--- src/rtl/mem_port_arbiter.sv ---
// mem_port_arbiter: shares one byte-wide synchronous memory between IF and LS word requesters,
// serialising each word into four little-endian beats and returning the result to its owner.
module mem_port_arbiter #(
    parameter int ADDR_W    = 16,
    parameter bit RR_ENABLE = 1'b1
) (
    input  logic              clk,
    input  logic              rst,
    input  logic              if_req_valid,
    output logic              if_req_ready,
    input  logic [31:0]       if_addr,
    output logic              if_rsp_valid,
    output logic [31:0]       if_rsp_data,
    input  logic              ls_req_valid,
    output logic              ls_req_ready,
    input  logic              ls_req_we,
    input  logic [31:0]       ls_addr,
    input  logic [31:0]       ls_wdata,
    output logic              ls_rsp_valid,
    output logic [31:0]       ls_rsp_data,
    output logic              mem_en,
    output logic              mem_we,
    output logic [ADDR_W-1:0] mem_addr,
    output logic [7:0]        mem_wdata,
    input  logic [7:0]        mem_rdata
);
    typedef enum logic [1:0] {IDLE, BEAT, DRAIN, RESP} state_t;
    state_t r_state, w_next;
    logic [1:0] r_cnt, r_rd_k;
    logic r_owner, r_last, r_we, r_rd_v;
    logic [ADDR_W-1:0] r_addr;
    logic [31:0] r_wdata, r_asm, r_if_data, r_ls_data;
    logic w_idle, w_if_win, w_ls_win, w_accept, w_unused;
    logic [31:0] w_word;

    // r_owner and r_last use 1 = LS, 0 = IF
    assign w_idle       = (r_state == IDLE) && !rst;
    assign w_if_win     = if_req_valid && (!ls_req_valid || (RR_ENABLE && r_last));
    assign w_ls_win     = ls_req_valid && !w_if_win;
    assign if_req_ready = w_idle && w_if_win;
    assign ls_req_ready = w_idle && w_ls_win;
    assign w_accept     = if_req_ready || ls_req_ready;
    assign w_word       = {mem_rdata, r_asm[23:0]};
    assign w_unused     = ^{if_addr, ls_addr};

    assign mem_en       = r_state == BEAT;
    assign mem_we       = mem_en && r_we;
    assign mem_addr     = mem_en ? r_addr + ADDR_W'(r_cnt) : '0;
    assign mem_wdata    = mem_we ? r_wdata[{r_cnt, 3'b000} +: 8] : 8'h00;
    assign if_rsp_valid = (r_state == RESP) && !r_owner;
    assign ls_rsp_valid = (r_state == RESP) && r_owner;
    assign if_rsp_data  = r_if_data;
    assign ls_rsp_data  = r_ls_data;

    always_ff @(posedge clk or posedge rst)
        if (rst) r_state <= IDLE;
        else r_state <= w_next;

    always_comb begin
        w_next = r_state;
        case (r_state)
            IDLE:    w_next = w_accept ? BEAT : IDLE;
            BEAT:    w_next = (r_cnt != 2'd3) ? BEAT : (r_we ? RESP : DRAIN);
            DRAIN:   w_next = RESP;
            default: w_next = IDLE;
        endcase
    end

    always_ff @(posedge clk or posedge rst)
        if (rst) begin
            r_cnt     <= '0;
            r_rd_k    <= '0;
            r_rd_v    <= 1'b0;
            r_owner   <= 1'b0;
            r_last    <= 1'b1;
            r_we      <= 1'b0;
            r_addr    <= '0;
            r_wdata   <= '0;
            r_asm     <= '0;
            r_if_data <= '0;
            r_ls_data <= '0;
        end else begin
            // read data lags its beat by one cycle, so track which lane it belongs to
            r_rd_v <= (r_state == BEAT) && !r_we;
            r_rd_k <= r_cnt;
            if (r_rd_v) r_asm[{r_rd_k, 3'b000} +: 8] <= mem_rdata;
            if (w_accept) begin
                r_owner <= w_ls_win;
                r_last  <= w_ls_win;
                r_we    <= w_ls_win && ls_req_we;
                r_addr  <= w_ls_win ? ls_addr[ADDR_W-1:0] : if_addr[ADDR_W-1:0];
                r_wdata <= ls_wdata;
                r_cnt   <= '0;
            end
            if (r_state == BEAT) r_cnt <= r_cnt + 2'd1;
            if (r_state == BEAT && r_cnt == 2'd3 && r_we) r_ls_data <= '0;
            if (r_state == DRAIN && r_owner) r_ls_data <= w_word;
            if (r_state == DRAIN && !r_owner) r_if_data <= w_word;
        end
endmodule

--- config.mk ---
export PLATFORM = sky130hd
export DESIGN_NAME = mem_port_arbiter
export DESIGN_NICKNAME = d
export VERILOG_FILES = /design/src/rtl/mem_port_arbiter.sv
export SDC_FILE = /design/constraint.sdc
export NUM_CORES = 1
export LEC_CHECK = 0
export BUFFER_PORTS_ARGS = -buffer_cell sky130_fd_sc_hd__buf_2
export CAP_MARGIN = 20
export CELL_PAD_IN_SITES_DETAIL_PLACEMENT = 1
export CELL_PAD_IN_SITES_GLOBAL_PLACEMENT = 2
export CORE_MARGIN = 1
export CORE_UTILIZATION = 32
export DETAILED_ROUTE_END_ITERATION = 6
export GPL_TIMING_DRIVEN = 0
export PLACE_DENSITY_LB_ADDON = 0.12
export RECOVER_POWER = 25
export SYNTH_ARGS = -nofsm -noshare
export SYNTH_HDL_FRONTEND = slang
export SYNTH_SLANG_ARGS = --single-unit
--- constraint.sdc ---
create_clock -name clk -period 5.7 [get_ports clk]
set_input_delay 1.14 -clock clk [delete_from_list [all_inputs] [get_ports clk]]
set_output_delay 1.14 -clock clk [all_outputs]
set_load 0.02 [all_outputs]
==> results.cfg <==
[cells_and_area]
fin_area_um2 = 8050
drive_above_1_share_pct = 32.7
fin_nets = 841
antenna_cells = 0
final_cell_mix = 185 x buf_2, 145 x dfrtp_1, 127 x nand2_1
fin_cells = 997
multi_input_area_um2 = 2430
seq_area_um2 = 3650
area_delta_synth_final_pct = 27.6
layout_commonest_cell = buf_2
fill_cells = 2153

[detailed_routing]
antenna_left = 0
topRoutingLayerUsed = met4
routedWlPerCell_um = 18.1
num_vias = 4821
wl_met2_mm = 8.98
wl_met1_mm = 8.14
drc = 0
routed_wl_mm = 18.0
routed-wl-met3_um = 675
routed_via_density = 4.84
first_pass_iters = 6
drtIter0Drc = 187

[cts]
cts_tree = done
cts.sinks = 146
post_cts.repair.setup_buffers = 0
root_buffer = clkbuf_16
clk_latency_ns = 0.42
postCtsHoldBufs = 0
clk_pin_slew_worst_paths_ns = 0.06
htree_levels = 4
cts-buffers-inserted = 17
cts_buffer_depth = 2
cts_resized = 0

[pwr]
p_int_mw = 2.80
powerDensity_nw_per_um2 = 580
power.share.switching_pct = 40.1
clockPowerShare_pct = 23.2
pwr-share-seq_pct = 38.9
pwr-share-comb_pct = 37.9
leakagePower_nw = 4.28
switchingPower_mw = 1.87
worst_ir_drop_vdd_mv = 0.251

[place]
dpl.hpwl_mm = 12.9
port_buffers = 170
pre_cts_ws_ns = 2.39
dp.cells = 965
gp_congestion = 0.762
dpl_cell_area_um2 = 7520

[floorplanning]
start_util_pct = 33.2
fp.dieH_um = 142
rows = 50
dieArea_um2 = 20300
die_w_um = 142
fp.coreArea_um2 = 19000
ios = 203

[timing]
max_slew_margin_pct = -83.1
rsz0062_at_grt = false
layout_setup_ws_ns = 2.15
slew_viol_final = 56
worst_pin_slew_ns = 2.73
min_period_ns = 3.55
skew_ns = 0.0118
max_freq_mhz = 282
hold_viol_final = 0
fin_crit_sh_pct = 62.2
final-setup-viol-count = 0

[synthesis]
postSynthCellCount = 534
ys.flop_type = dfrtp_1
ys_ff_latch = 146
synth-seq-area-share_pct = 57.9
ys.warnings.count = 0
synth_area_um2 = 6310
async_flop_share_pct = 100
synth-edff-count = 0
ys_types = 43
synth_area_per_cell_um2 = 11.8
syn-num-nets = 651

[global_route]
grt-ovfl-total = 0
grt_max_degree = 92
grt_pass1_vias = 5096
grt.total_usage_pct = 18.8
grt_first_pass_wirelength_mm = 28.7
antenna_found_initial = 0

[run_status]
violations = max-capacitance violations, max-slew violations
status = finished, violations left

[critical_path]
worstSetupEndpointType = output port
cp.arrival_ns = 2.41
crit_fanout = 10
startpoint_type = flop
r2r_setup_slack_ns = 3.15
ff2ff_path_depth = 6
critPathKind = reg2out
r2r_end = ls_rsp_data[24]$_DFFE_PP0P_
required_ns = 4.56
r2r-start = r_state[1]$_DFF_PP0_

[min_path]
hold_depth = 2
holdPathEnd = r_wdata[16]$_DFFE_PP0P_
holdCritPathClass = reg2reg
hold_start = r_wdata[16]$_DFFE_PP0P_

[job]
drv_cap = 1
[layout make-up]
type                    instances  share of cell area [%]
flip-flops and latches        146                    45.4
multi-input cells             349                    30.2
repair buffers                171                    10.9
clock buffers                  19                    5.50
well taps                     260                    4.04
plain buffers                  30                    1.88
clock inverters                13                    1.59
inverters                       9                   0.435
[cell families (layout without fill, tap and decap cells)]
| kind of cell | after synthesis | in the layout | share of synthesized area [%] |
|---|---|---|---|
| AOI/OAI and AO/OA | 91 | 91 | 11.1 |
| xor gates and xnor gates | 11 | 11 | 1.53 |
| adders and majority gates | 8 | 8 | 1.71 |
| buffers and inverters | 39 | 242 | 3.13 |
| DFF | 146 | 146 | 57.9 |
| muxes | 56 | 56 | 11.1 |
| and+or+nand+nor | 183 | 183 | 13.5 |
[per-stage QoR]
step,total power [mW],TNS [ns],hold slack [ns],util (%)
2_1_floorplan,2.98,0,0.401,-
3_3_place_gp,3.57,-156.41,0.453,39.4
3_5_place_dp,3.66,0,0.462,39.5
4_1_cts,4.77,0,0.483,42.5
5_1_grt,4.99,0,0.501,42.3
6_report,4.67,0,0.477,42.3
[synth_stat cells (2+ instances only)]
master	n	area [um^2]
nand2b_1	3	18.8
nand3_1	5	25.0
mux2i_1	16	160
or3_1	2	12.5
nand4_1	7	43.8
and4_1	2	17.5
dfrtp_1	145	3630
nor2_1	15	56.3
a21oi_1	5	25.0
mux2_1	30	338
xnor2_1	3	26.3
xor2_1	8	70.1
clkbuf_1	6	22.5
nor2_2	2	12.5
buf_2	17	85.1
and2_1	3	18.8
buf_4	6	45.0
and3_1	9	56.3
o21ai_0	5	25.0
mux4_2	8	180
nor4_4	2	42.5
a22o_1	57	499
inv_2	3	11.3
inv_1	6	22.5
mux2_2	2	22.5
ha_1	7	87.6
nand2_1	127	477
o21ai_1	18	90.1
[state kept, by name, indices dropped and copies added (netlist names)]
signal and count:
if_rsp_data 32, ls_rsp_data 32, r_wdata 32, r_asm 24, r_addr 16, r_cnt 2, r_rd_k 2, r_state 2
r_last 1, r_owner 1, r_rd_v 1, r_we 1
[worst max-delay path, stage by stage, from the launching register on]
cell and delay, ns:
dfrtp_1 0.42, nand2b_1 0.16, clkbuf_1 0.24, inv_1 0.33, clkbuf_1 0.42, and3_1 0.26, buf_2 0.17
[routing by layer]
metal	up-vias	GRT usage, %
met1	2428	24.1
met4	0	5.77
met5	-	0
met2	128	31.9
met3	14	3.67
li1	2251	-
[worst max path at each step]
stage | startpoint | to | cells after the start
2_1_floorplan | rst | if_rsp_data[0]$_DFFE_PP0P_ | 1
3_3_place_gp | rst | ls_rsp_data[3]$_DFFE_PP0P_ | 2
3_5_place_dp | ls_req_valid | ls_req_ready | 5
4_1_cts | r_cnt[0]$_DFFE_PP0P_ | mem_addr[14] | 7
5_1_grt | r_state[1]$_DFF_PP0_ | mem_wdata[6] | 6
6_report | r_state[1]$_DFF_PP0_ | mem_wdata[6] | 6
[power by group through the flow]
| stage | Sequential [mW] | Combinational [mW] | Clock [mW] |
|---|---|---|---|
| after detailed placement | 1.84 | 1.82 | 0 |
| after floorplan | 1.95 | 1.03 | 0 |
| final | 1.82 | 1.77 | 1.08 |
| after global routing | 1.88 | 1.96 | 1.15 |
| after CTS | 1.82 | 1.83 | 1.12 |
| after global placement | 1.81 | 1.76 | 0 |
No activity file was read; power rests on OpenSTA's default activity.
